===== src/rtl/lsu_mem_stage.sv =====
`default_nettype none
// +--------------------------------------------------------------------------+
// | lsu_mem_stage : load/store stage driving a valid/ready data-memory bus    |
// | Optional misaligned-access trap: define LSU_MISALIGN_TRAP_EN              |
// | Revision: 1.0                                                             |
// +--------------------------------------------------------------------------+
module lsu_mem_stage #(
   parameter int WIDTH = 32
) (
   input  logic             clk,
   input  logic             rst_n,
   input  logic             MemRead,
   input  logic             MemWrite,
   input  logic [2:0]       Funct3,
   input  logic [WIDTH-1:0] ALUResult,
   input  logic [WIDTH-1:0] WriteData,
   output logic [WIDTH-1:0] ReadData,
   output logic             Stall,
   output logic             MisalignErr,
   output logic             bus_valid,
   input  logic             bus_ready,
   output logic             bus_we,
   output logic [WIDTH-1:0] bus_addr,
   output logic [WIDTH-1:0] bus_wdata,
   output logic [3:0]       bus_be,
   input  logic             bus_rvalid,
   input  logic [WIDTH-1:0] bus_rdata
);

   typedef enum logic [2:0] {
      S_IDLE = 3'd0,
      S_REQ  = 3'd1,
      S_WAIT = 3'd2,
`ifdef LSU_MISALIGN_TRAP_EN
      S_ERR  = 3'd4,
`endif
      S_DONE = 3'd3
   } state_t;

   state_t           r_state;
   state_t           w_next;
   logic [2:0]       r_f3;
   logic [1:0]       r_off;
   logic             w_req;
   logic             w_is_b;
   logic             w_is_h;
   logic [WIDTH-1:0] w_addr;
   logic [3:0]       w_be;
   logic [WIDTH-1:0] w_wdata;
   logic [7:0]       w_byte;
   logic [15:0]      w_half;
   logic [WIDTH-1:0] w_ldata;
`ifdef LSU_MISALIGN_TRAP_EN
   logic             w_misalign;
`endif

   assign w_req = MemRead | MemWrite;

   // Funct3[1:0] alone selects the size: 00 byte, 01 half, anything else word.
   always_comb begin
      w_is_b = (Funct3[1:0] == 2'b00);
      w_is_h = (Funct3[1:0] == 2'b01);
      w_addr = ALUResult;
`ifdef LSU_MISALIGN_TRAP_EN
      w_misalign = (w_is_h && ALUResult[0]) ||
                   (!w_is_b && !w_is_h && (ALUResult[1:0] != 2'b00));
`else
      if (w_is_h) begin
         w_addr[0] = 1'b0;
      end else if (!w_is_b) begin
         w_addr[1:0] = 2'b00;
      end
`endif
      if (w_is_b) begin
         w_be    = 4'b0001 << w_addr[1:0];
         w_wdata = {(WIDTH/8){WriteData[7:0]}};
      end else if (w_is_h) begin
         w_be    = w_addr[1] ? 4'b1100 : 4'b0011;
         w_wdata = {(WIDTH/16){WriteData[15:0]}};
      end else begin
         w_be    = 4'b1111;
         w_wdata = WriteData;
      end
   end

   always_comb begin
      w_byte = bus_rdata[{r_off, 3'b000} +: 8];
      w_half = bus_rdata[{r_off[1], 4'b0000} +: 16];
      case (r_f3)
         3'b000:  w_ldata = {{(WIDTH-8){w_byte[7]}}, w_byte};
         3'b100:  w_ldata = {{(WIDTH-8){1'b0}}, w_byte};
         3'b001:  w_ldata = {{(WIDTH-16){w_half[15]}}, w_half};
         3'b101:  w_ldata = {{(WIDTH-16){1'b0}}, w_half};
         default: w_ldata = bus_rdata;
      endcase
   end

   always_comb begin
      w_next = r_state;
      case (r_state)
         S_IDLE: begin
            if (w_req) begin
`ifdef LSU_MISALIGN_TRAP_EN
               w_next = w_misalign ? S_ERR : S_REQ;
`else
               w_next = S_REQ;
`endif
            end
         end
         S_REQ:   if (bus_ready) w_next = bus_we ? S_DONE : S_WAIT;
         S_WAIT:  if (bus_rvalid) w_next = S_DONE;
         default: w_next = S_IDLE;
      endcase
   end

   always_ff @(posedge clk or negedge rst_n) begin
      if (!rst_n) begin
         r_state   <= S_IDLE;
         r_f3      <= 3'b000;
         r_off     <= 2'b00;
         ReadData  <= '0;
         bus_valid <= 1'b0;
         bus_we    <= 1'b0;
         bus_addr  <= '0;
         bus_wdata <= '0;
         bus_be    <= 4'b0000;
      end else begin
         r_state <= w_next;
         if (r_state == S_IDLE && w_next == S_REQ) begin
            bus_valid <= 1'b1;
            bus_we    <= MemWrite;
            bus_addr  <= {w_addr[WIDTH-1:2], 2'b00};
            bus_wdata <= w_wdata;
            bus_be    <= w_be;
            r_f3      <= Funct3;
            r_off     <= w_addr[1:0];
         end
         if (r_state == S_REQ && bus_ready) begin
            bus_valid <= 1'b0;
         end
         if (r_state == S_WAIT && bus_rvalid) begin
            ReadData <= w_ldata;
         end
      end
   end

   // Combinational so the pipeline freezes in the very cycle the request appears.
`ifdef LSU_MISALIGN_TRAP_EN
   assign Stall       = rst_n && w_req && (r_state != S_DONE) && (r_state != S_ERR);
   assign MisalignErr = (r_state == S_ERR);
`else
   assign Stall       = rst_n && w_req && (r_state != S_DONE);
   assign MisalignErr = 1'b0;
`endif

endmodule
`default_nettype wire


===== config.mk =====
export PLATFORM = sky130hd
export DESIGN_NAME = lsu_mem_stage
export DESIGN_NICKNAME = d
export VERILOG_FILES = /design/src/rtl/lsu_mem_stage.sv
export SDC_FILE = /design/constraint.sdc
export NUM_CORES = 1
export LEC_CHECK = 0
export BUFFER_PORTS_ARGS = -buffer_cell sky130_fd_sc_hd__buf_2
export CAP_MARGIN = 20
export CORE_MARGIN = 2
export CORE_UTILIZATION = 44
export DETAILED_ROUTE_END_ITERATION = 12
export GPL_ROUTABILITY_DRIVEN = 1
export GPL_TIMING_DRIVEN = 0
export PLACE_DENSITY = 0.77
export SETUP_SLACK_MARGIN = 0.3
export SLEW_MARGIN = 20
export SYNTH_ARGS = -nofsm -noshare
export SYNTH_HDL_FRONTEND = slang
export SYNTH_SLANG_ARGS = --single-unit

===== constraint.sdc =====
create_clock -name clk -period 1.6 [get_ports clk]
set_clock_uncertainty 0.1 [all_clocks]
set_input_delay 0 -clock clk [delete_from_list [all_inputs] [get_ports clk]]
set_output_delay 0 -clock clk [all_outputs]
set_load 0.1 [all_outputs]

==> results.md <==
Setup path:
- The category of the worst setup path capture point is a register.
- The maximum cell stage delay along the critical path is 0.38 ns.
- The critical path is of the register to register type.
- The maximum fanout count along the critical path is 8.
- For the worst setup path, the data arrival time is 1.82 ns.
- The worst setup path is launched from a register.
- Data on the critical path is required at its endpoint by 1.70 ns.
- The critical-path cell with the highest stage delay is sky130_fd_sc_hd__dfrtp_1.
- The critical path goes through buf_6, mux2_4, buf_6, a22oi_2, buf_6, a31oi_1.
- The cell that appears most often on the critical path is sky130_fd_sc_hd__buf_6.

STA:
- The minimum hold slack is -0.5409 ns.
- The max-slew violation count was 0.
- The worst path in the final design needs a cycle of 1.723 ns, including I/O delays and setup.
- Dividing the final minimum period by the clock period gives 1.077.
- Setup repair after global routing could not meet its margin everywhere.
- The count of endpoints failing hold in the final timing report is 108.
- The transition time at the pin with the least slew margin is 0.7413 ns.
- The count of endpoints failing setup in the final report is 97.
- The worst slew slack as a fraction of its limit is 0.5058.
- The upper clock frequency limit is 580.2 MHz.
- In the post-route analysis, the smallest setup slack over all paths is -0.1235 ns.

Floorplanning:
- The core region is 11470 um2.
- After floorplanning, the core was divided into 39 placement rows.
- 209 I/O pins were placed.
- The floorplan step set the die width to 112.9 um.
- The initial utilization of the core area, before any placement, comes to 0.4547.
- The area enclosed by the die boundary is 12740 um2.
- The height of the chip is 112.9 um.

Clock network:
- The number of buffers created by CTS is 9.
- The clock tree from TritonCTS is done.
- CTS placed an instance of sky130_fd_sc_hd__clkbuf_16 at the clock tree root.
- The number of buffers added to fix hold violations after cts is 100.
- After clock tree synthesis, the clock-pin slew on the worst setup and hold paths is 0.07 ns.
- The H-tree generated during clock tree synthesis spans 3 levels.
- The clock latency reported for the late side of the worst-skew pair is approximately 0.35 ns.
- The buffer levels on the longest clock path is 2.
- The number of clock sinks is approximately 110.

Synthesis:
- The most frequent cell after synthesis is sky130_fd_sc_hd__dfrtp_1.
- Of the synthesized area, sequential elements account for 0.5184.
- The synthesized instance count is 432.
- Synthesis inferred 108 register bits.
- Counting instances in the post-synthesis netlist gives the leading cell types as sky130_fd_sc_hd__dfrtp_1, sky130_fd_sc_hd__mux2_2, sky130_fd_sc_hd__nor2_1.
- The library cell with the largest summed area after synthesis is sky130_fd_sc_hd__dfrtp_1.
- The total standard cell area after synthesis is 5214 um2.
- Of the post-synthesis cell area, the dominant cell type holds 0.5184.
- After synthesis, the cell types taking the most area are sky130_fd_sc_hd__dfrtp_1, sky130_fd_sc_hd__mux2_2, sky130_fd_sc_hd__mux2i_1.
- The most used flip-flop cell after synthesis is sky130_fd_sc_hd__dfrtp_1.
- The average size of a mapped cell is 12.07 um2.
- The async set-reset flop share out of synthesis is 1.000.
- The Yosys step of the flow raised 0 warnings.
- The synthesized design contains 0 enable-type register cells.
- The count of unique library cells instantiated by Yosys is between 40 and 50.

Final layout:
- The number of inserted filler cells in the final layout is 631.
- The finished layout holds 944 standard cells, fillers aside.
- The diode insertion count for antenna repair is 0.
- The utilization of the core after routing is 0.7703.
- In the final design database the tool counted 901 nets.
- The fraction of layout instances using a drive strength above 1 is 0.5568.
- The area growth from synthesis to final layout is 69.43%.

Global routing:
- The via count of the first global-routing pass is between 5000 and 6000.
- Entering global routing, the biggest net connects 61 pins.
- The overall overflow remaining after global route is 0.
- The first-pass GRT wire length is 29180 um.
- The number of antenna violations at the first check in global routing is 0.
- The aggregate global-route resource usage is 0.2942.

Place:
- The number of I/O port buffers is 205.
- In this run, placement finished with an instance count of slightly below 800.
- The minimum setup slack after placement is -0.1498 ns.
- The wire-length estimate of the detail-placed layout is between 10000 and 15000 um.
- The congestion estimate from routability-driven global placement came to approximately 0.83.

Detailed routing:
- Dividing the detail-routed via count by the number of cells gives 5.578.
- The pre-antenna-repair detailed-routing pass consisted of 5 iterations.
- The final route contains 5266 vias.
- For this run, design rule violations remaining after detail routing come to 0.
- The number of nets with antenna violations after routing is 0.
- The count of routing violations after the opening detailed-route iteration is 292.
- The total length of routed wires is 19890 um.
- Dividing the detail-routed wire length by the instance count gives about 21 um.

Status:
- The checks that failed: negative hold slack, negative setup slack.
- The flow ran to the end, but the final reports show violations.

Min path:
- The classification of the worst-slack hold path is input port to asynchronous set/reset pin.

Flow run:
- Max-cap violations in this run came to 0.
==> what timing repair did <==
item	CTS	global route
hold endpoints to repair	212	108
setup buffers	26	8
pin swaps	10	11
cloned	8	2
endpoints found under the setup margin	108	112
gates resized for setup	84	40
==> state kept, by name, indices dropped and copies added, names as in the netlist <==
| register | flops |
|---|---|
| ReadData | 32 |
| bus_addr | 30 |
| bus_be | 4 |
| bus_valid | 1 |
| bus_wdata | 32 |
| bus_we | 1 |
| r_f3 | 3 |
| r_off | 2 |
| r_state | 3 |
==> metal layers <==
metal	up-vias	track usage	wire, um
met5	-	0	0
met4	0	0.1049	744
met3	67	0.06802	1673
met2	316	0.5293	10280
met1	2599	0.3439	7199
li1	2284	-	-
==> critical path, delay by kind of cell, from the launching register on <==
| family | cells | cell delay [ns] |
|---|---|---|
| muxes | 1 | 0.33 |
| DFF | 1 | 0.38 |
| buffers and inverters | 3 | 0.43 |
| AOI/OAI and AO/OA | 2 | 0.31 |
==> kinds of logic after synthesis <==
family / after synthesis / synth area share
other: 1 / 0.0007193
AOI/OAI and AO/OA: 86 / 0.1092
and+or+nand+nor: 82 / 0.07992
DFF: 108 / 0.5184
muxes: 114 / 0.2426
buffers and inverters: 41 / 0.04920
==> placed cells by master, fill, tap and decap left out, types with 6 or more instances in the layout <==
master and n:
sky130_fd_sc_hd__a21oi_1 16, sky130_fd_sc_hd__a31oi_1 12, sky130_fd_sc_hd__buf_12 7, sky130_fd_sc_hd__buf_16 6
sky130_fd_sc_hd__buf_2 199, sky130_fd_sc_hd__buf_4 21, sky130_fd_sc_hd__buf_6 18, sky130_fd_sc_hd__buf_8 15
sky130_fd_sc_hd__clkbuf_16 11, sky130_fd_sc_hd__clkbuf_4 8, sky130_fd_sc_hd__dfrtp_1 94, sky130_fd_sc_hd__dfrtp_2 14
sky130_fd_sc_hd__dlygate4sd3_1 100, sky130_fd_sc_hd__mux2_2 82, sky130_fd_sc_hd__mux2_4 14, sky130_fd_sc_hd__mux2i_1 16
sky130_fd_sc_hd__nand2_1 20, sky130_fd_sc_hd__nand2b_1 12, sky130_fd_sc_hd__nor2_1 21, sky130_fd_sc_hd__o21ai_0 13
sky130_fd_sc_hd__o22ai_1 8, sky130_fd_sc_hd__o22ai_2 8
==> through the flow <==
| step | area, um2 | setup TNS [ns] | hold WS (ns) |
|---|---|---|---|
| final | 8833 | -4.477 | -0.5409 |
| after global routing | 8833 | -8.449 | -0.5151 |
| after CTS | 8556 | -0.8807 | -0.5400 |
| after detailed placement | 6526 | -4.344 | -0.1199 |
| after global placement | 6492 | -85.57 | 0.1315 |
| after floorplan | 5288 | 0 | -0.3956 |
==> worst paths after layout <==
path / to / from / slack, ns / depth (start not counted)
worst max-delay path: ReadData[12] / r_off[1] / -0.12 / 6
worst min-delay path: ReadData[0] / rst_n / -0.54 / 1
worst max register to register: ReadData[12] / r_off[1] / -0.12 / 6
worst min register to register: bus_wdata[27] / bus_wdata[27] / 0.41 / 1
max in group asynchronous: bus_wdata[3] / rst_n / 1.39 / 2
min in group clk: ReadData[7] / bus_rdata[7] / 0.02 / 4
==> area by class of cell <==
cell class,count,area (um2),share of cell area
buffer,36,380.4,0.04306
inverter,5,21.27,0.002408
clock inverter,4,56.30,0.006374
tap,143,178.9,0.02026
clock buffer,12,256.5,0.02904
sequential,108,2720,0.3079
timing repair buffer,350,2708,0.3065
multi-input combinational,286,2512,0.2844
Power is not shown: default switching activity piles up to over one toggle a cycle in this logic, so the estimate is an artifact.
